--- config.mk ---
export PLATFORM = sky130hd
export DESIGN_NAME = seg7_scan_decoder
export DESIGN_NICKNAME = d
export VERILOG_FILES = /design/src/rtl/seg7_scan_decoder.sv
export SDC_FILE = /design/constraint.sdc
export NUM_CORES = 1
export LEC_CHECK = 0
export CAP_MARGIN = 5
export CORE_MARGIN = 4
export CORE_UTILIZATION = 52
export DETAILED_ROUTE_END_ITERATION = 8
export PLACE_DENSITY = 0.87
export SKIP_CTS_REPAIR_TIMING = 1
export SLEW_MARGIN = 20
export SYNTH_ARGS = -nofsm -noshare
export SYNTH_HDL_FRONTEND = slang
export SYNTH_SLANG_ARGS = --single-unit
--- constraint.sdc ---
create_clock -name clk -period 2 [get_ports clk]
set_input_delay 0.4 -clock clk [delete_from_list [all_inputs] [get_ports clk]]
set_output_delay 0.4 -clock clk [all_outputs]
set_load 0.005 [all_outputs]
--- src/rtl/seg7_scan_decoder.sv ---
// seg7_scan_decoder
//   Samples a time-multiplexed 7-segment display bus and recovers the BCD digit
//   shown in each position. A digit is captured once its {an, seg} pattern has
//   been sampled identically STABLE times in a row, and only once per stable run.
//
// Ports
//   clk      system clock, rising edge
//   rst_n    synchronous active-low reset
//   seg_i    segment lines, bit6 = a ... bit0 = g, 1 = lit
//   an_i     one-hot digit enables, bit n = position n
//   bcd_o    recovered digits, bits [4n+3:4n] = position n
//   valid_o  bit n set while slice n holds a legal capture
//   err_o    one-cycle pulse: stable, enabled pattern that is not a digit
//   frame_o  one-cycle pulse: every position captured since the last pulse
//
// Build option
//   SEG7_ACTIVE_LOW_EN  inverts seg_i and an_i ahead of the sample register
//                       (common-anode displays). Outputs are unchanged.

module seg7_scan_decoder #(
  parameter int DIGITS = 6,
  parameter int STABLE = 4
) (
  input  logic                clk,
  input  logic                rst_n,
  input  logic [6:0]          seg_i,
  input  logic [DIGITS-1:0]   an_i,
  output logic [4*DIGITS-1:0] bcd_o,
  output logic [DIGITS-1:0]   valid_o,
  output logic                err_o,
  output logic                frame_o
);

  localparam int         SW       = DIGITS + 7;
  localparam logic [3:0] STABLE_C = 4'(STABLE);

  logic [SW-1:0] in_raw;

`ifdef SEG7_ACTIVE_LOW_EN
  assign in_raw = ~{an_i, seg_i};
`else
  assign in_raw = {an_i, seg_i};
`endif

  // {legal, digit}
  function automatic logic [4:0] decode(input logic [6:0] seg);
    case (seg)
      7'b1111110: decode = {1'b1, 4'd0};
      7'b0110000: decode = {1'b1, 4'd1};
      7'b1101101: decode = {1'b1, 4'd2};
      7'b1111001: decode = {1'b1, 4'd3};
      7'b0110011: decode = {1'b1, 4'd4};
      7'b1011011: decode = {1'b1, 4'd5};
      7'b1011111: decode = {1'b1, 4'd6};
      7'b1110000: decode = {1'b1, 4'd7};
      7'b1111111: decode = {1'b1, 4'd8};
      7'b1111011: decode = {1'b1, 4'd9};
      default:    decode = 5'b0;
    endcase
  endfunction

  logic [SW-1:0]       samp_q,  samp_d;
  logic [3:0]          cnt_q,   cnt_d;
  logic                armed_q, armed_d;
  logic [DIGITS-1:0]   seen_q,  seen_d;
  logic [4*DIGITS-1:0] bcd_q,   bcd_d;
  logic [DIGITS-1:0]   valid_q, valid_d;
  logic                err_q,   err_d;
  logic                frame_q, frame_d;

  logic              changed;
  logic              fire;
  logic              onehot;
  logic [DIGITS-1:0] an_s;
  logic [4:0]        dec;
  logic [DIGITS-1:0] seen_nxt;

  always_comb begin
    samp_d   = in_raw;
    an_s     = samp_q[SW-1:7];
    dec      = decode(samp_q[6:0]);
    changed  = (in_raw != samp_q);
    // Run has been stable for STABLE samples and not yet acted upon.
    fire     = armed_q && (cnt_q == STABLE_C);
    onehot   = (an_s != '0) && ((an_s & (an_s - DIGITS'(1))) == '0);

    if (changed) begin
      cnt_d = 4'd1;
    end else if (cnt_q != STABLE_C) begin
      cnt_d = cnt_q + 4'd1;
    end else begin
      cnt_d = cnt_q;
    end

    // A change on the same edge as an action starts a fresh run, so it wins.
    armed_d = armed_q;
    if (fire)    armed_d = 1'b0;
    if (changed) armed_d = 1'b1;

    bcd_d    = bcd_q;
    valid_d  = valid_q;
    seen_d   = seen_q;
    seen_nxt = seen_q;
    err_d    = 1'b0;
    frame_d  = 1'b0;

    if (fire && onehot) begin
      if (dec[4]) begin
        for (int n = 0; n < DIGITS; n++) begin
          if (an_s[n]) bcd_d[4*n +: 4] = dec[3:0];
        end
        valid_d  = valid_q | an_s;
        seen_nxt = seen_q | an_s;
        if (&seen_nxt) begin
          frame_d = 1'b1;
          seen_d  = '0;
        end else begin
          seen_d  = seen_nxt;
        end
      end else begin
        err_d   = 1'b1;
        valid_d = valid_q & ~an_s;
      end
    end
  end

  always_ff @(posedge clk) begin
    if (!rst_n) begin
      samp_q  <= '0;
      cnt_q   <= '0;
      armed_q <= 1'b0;
      seen_q  <= '0;
      bcd_q   <= '0;
      valid_q <= '0;
      err_q   <= 1'b0;
      frame_q <= 1'b0;
    end else begin
      samp_q  <= samp_d;
      cnt_q   <= cnt_d;
      armed_q <= armed_d;
      seen_q  <= seen_d;
      bcd_q   <= bcd_d;
      valid_q <= valid_d;
      err_q   <= err_d;
      frame_q <= frame_d;
    end
  end

  assign bcd_o   = bcd_q;
  assign valid_o = valid_q;
  assign err_o   = err_q;
  assign frame_o = frame_q;

endmodule

==> summary.md <==
| Metric | Value |
|---|---|
| Setup CP Type | reg -> reg |
| Maximum VDD drop | 0.000409 V |
| Crit path from | samp_q[9] |
| Top-count cell post-synth | dfxtp_1 |
| Crit start category | flip-flop |
| Skew-Pair Late Insertion Delay | 0.31 ns |
| WL per Instance | 15.2 um |
| Syn_nets | 277 |
| # port buffers | 46 |
| Antenna fix cells | 0 |
| CP endpoint kind | flip-flop |
| Vias in the first global route | 2039 |
| Placed insts | 371 |
| Total Power | 1.98 mW |
| Die area | 0.00615 mm^2 |
| Multi-input gate area | 0.00131 mm^2 |
| Final max-slew violation count | 0 |
| Commonest cells post-synth | dfxtp_1 (56), nand2_1 (20), xnor2_1 (14) |
| Clock Sinks | 56 |
| R2r startpoint | samp_q[9] |
| Mean post-synth cell area | 9.92 um^2 |
| Final setup fails | 0 |
| RSZ-0062 raised after global routing | no |
| Period minus WS final | 1.89 ns |
| Ys async rst share | 0% |
| Post-synth cell types | 50 |
| Synthesis-stage register bit count | 56 |
| Synth top area share | 43.5% |
| H-tree depth | 2 |
| Reg2reg setup slack | 0.11 ns |
| Layout Cells excl Fill | 379 |
| Slew margin rel. | 73.0% |
| CTS tree | done |
| Worst Tran Pin Value | 0.401 ns |
| DR vias/cell | 5.47 |
| CP max FO | 30 |
| Power Density | 604 mW/mm^2 |
| Vias | 2073 |
| Area Growth Syn to Fin | 27.0% |
| Post-DP HPWL | 4.15 mm |
| Die Span X | 78.4 um |
| YS warnings | 0 |
| Max incr delay on CP | 0.53 ns |
| Starting density of the core | 54.3% |
| Post-synth EDFFs | 0 |
| Mapped Cells | 260 |
| DR pass1 iterations | 4 |
| Register area | 0.00112 mm^2 |
| Worst path cell trace | or4_4 -> a2bb2oi_1 -> a21oi_4 -> buf_12 -> o211ai_4 -> a32o_1 |
| Initial antenna violation count | 0 |
| Total CTS buffers | 5 |
| Maximum clock path buffer count | 2 |
| Status | finished clean |
| Post-synthesis sequential area ratio | 43.5% |
| Worst Hold Class | reg -> reg |
| Top post-synthesis cells by area | dfxtp_1 (43%), xnor2_1 (4.8%), mux2i_1 (3.9%) |
| Die H | 78.4 um |
| Slowest cell on the critical path | or4_4 |
| Cell taking the most area after synthesis | dfxtp_1 |
| Clk slew on worst S/H paths | 0.11 ns |
| GP Congestion | 0.824 |
| Worst endpoint data arrival time | 2.11 ns |
| R2R cell count | 6 |
| Root Buffer | clkbuf_8 |
| DRC | 0 |
| # IOs | 47 |
| Max_cap viols | 0 |
| Row count | 25 |
| Cell Area, Synth | 0.00258 mm^2 |
| FF-to-FF End | bcd_o[20] |
| Required time of the critical path | 2.22 ns |
| WL final | 5.76 mm |
| Fmax | 528 MHz |
| Remaining Overflow, GRT | 0 |
| Hold WS | 0.470 ns |
| Setup TNS Final | 0 ns |
| Final Skew | 0.0115 ns |
| Core Footprint | 0.00475 mm^2 |
| Final core occ | 68.9% |
| Period utilization | 94.7% |
| Global-route wire length before repair | 9.82 mm |
| Pin count of the biggest net entering global routing | 31 |
| Nets | 328 |
| CP endpoint | bcd_o[20] |
| # fillers | 398 |
| Count of final hold-check violations | 0 |
| Fraction of layout cells with a size suffix above 1 | 14.4% |
| Post-route ant nets | 0 |
| Leakage | 1.19 nW |
| Gr usage total | 19.8% |
| 1st-iter DRT viols | 127 |
| Main flop type after synthesis | dfxtp_1 |
==> cell type report <==
type | count | share of cell area, %
clock buffer | 5 | 2.10
clock inverter | 3 | 0.840
inverter | 14 | 1.60
multi-input combinational | 171 | 39.9
sequential | 56 | 34.2
tap | 67 | 2.56
timing repair buffer | 63 | 18.7
==> worst max-delay path, delay by kind of cell, from the launching register on <==
| family | cells | cell delay [ns] |
|---|---|---|
| and+or+nand+nor | 1 | 0.53 |
| buffers and inverters | 1 | 0.20 |
| DFF | 1 | 0.32 |
| AOI/OAI and AO/OA | 4 | 0.74 |
==> power by group <==
group / internal, mW / total, mW / switching, mW
logic: 0.0881 / 0.173 / 0.0846
clock network: 0.258 / 0.650 / 0.392
registers: 1.13 / 1.16 / 0.0250
total: 1.48 / 1.98 / 0.502
==> per-layer routing <==
metal	GRT usage [%]	wire length, um	vias to the layer above
met2	30.0	2590	55
li1	-	-	1044
met3	4.59	309	6
met4	5.94	69	0
met5	0	0	-
met1	28.0	2790	968
==> worst min-delay path by stage <==
stage / startpoint / to / slack (ns) / depth (start not counted)
after floorplan: bcd_o[5] / bcd_o[5] / 0.44 / 2
after global placement: bcd_o[21] / bcd_o[21] / 0.45 / 2
after detailed placement: seen_q[0] / seen_q[0] / 0.45 / 2
after CTS: bcd_o[5] / bcd_o[5] / 0.47 / 2
after global routing: bcd_o[23] / bcd_o[23] / 0.48 / 2
final: bcd_o[15] / bcd_o[15] / 0.47 / 2
==> through the flow <==
stage	instance area [um^2]	setup WS (ns)
floorplan	2580	0.206
global placement	3170	0.154
detailed placement	3170	0.114
CTS	3260	0.0818
global route	3280	0.0106
finish	3280	0.107
==> cells in the final DEF, fill, tap and decap left out, types with 3 or more instances in the layout <==
| cell type | count |
|---|---|
| o22ai_1 | 7 |
| nor2_1 | 8 |
| xnor2_1 | 14 |
| nand3_1 | 4 |
| and3_1 | 10 |
| o21ai_0 | 3 |
| mux2i_1 | 10 |
| and2_1 | 13 |
| o211ai_4 | 4 |
| nor3_1 | 7 |
| inv_1 | 13 |
| clkdlybuf4s50_1 | 46 |
| buf_4 | 15 |
| a31o_1 | 6 |
| clkbuf_8 | 5 |
| a31oi_1 | 4 |
| a21oi_1 | 10 |
| a211oi_2 | 6 |
| dfxtp_1 | 55 |
| nand2_1 | 20 |
| a311oi_1 | 5 |
| o211ai_1 | 4 |
| xor2_1 | 3 |
| a32o_1 | 5 |
==> logic make-up after synthesis <==
group / Yosys count / share of synthesized area [%]
simple gates: 79 / 17.6
compound gates: 63 / 22.1
flops: 56 / 43.5
buf+inv: 33 / 6.26
xor+xnor: 17 / 5.77
mux: 10 / 3.88
fa+ha+maj: 2 / 0.970
(Power assumes the default switching activity.)
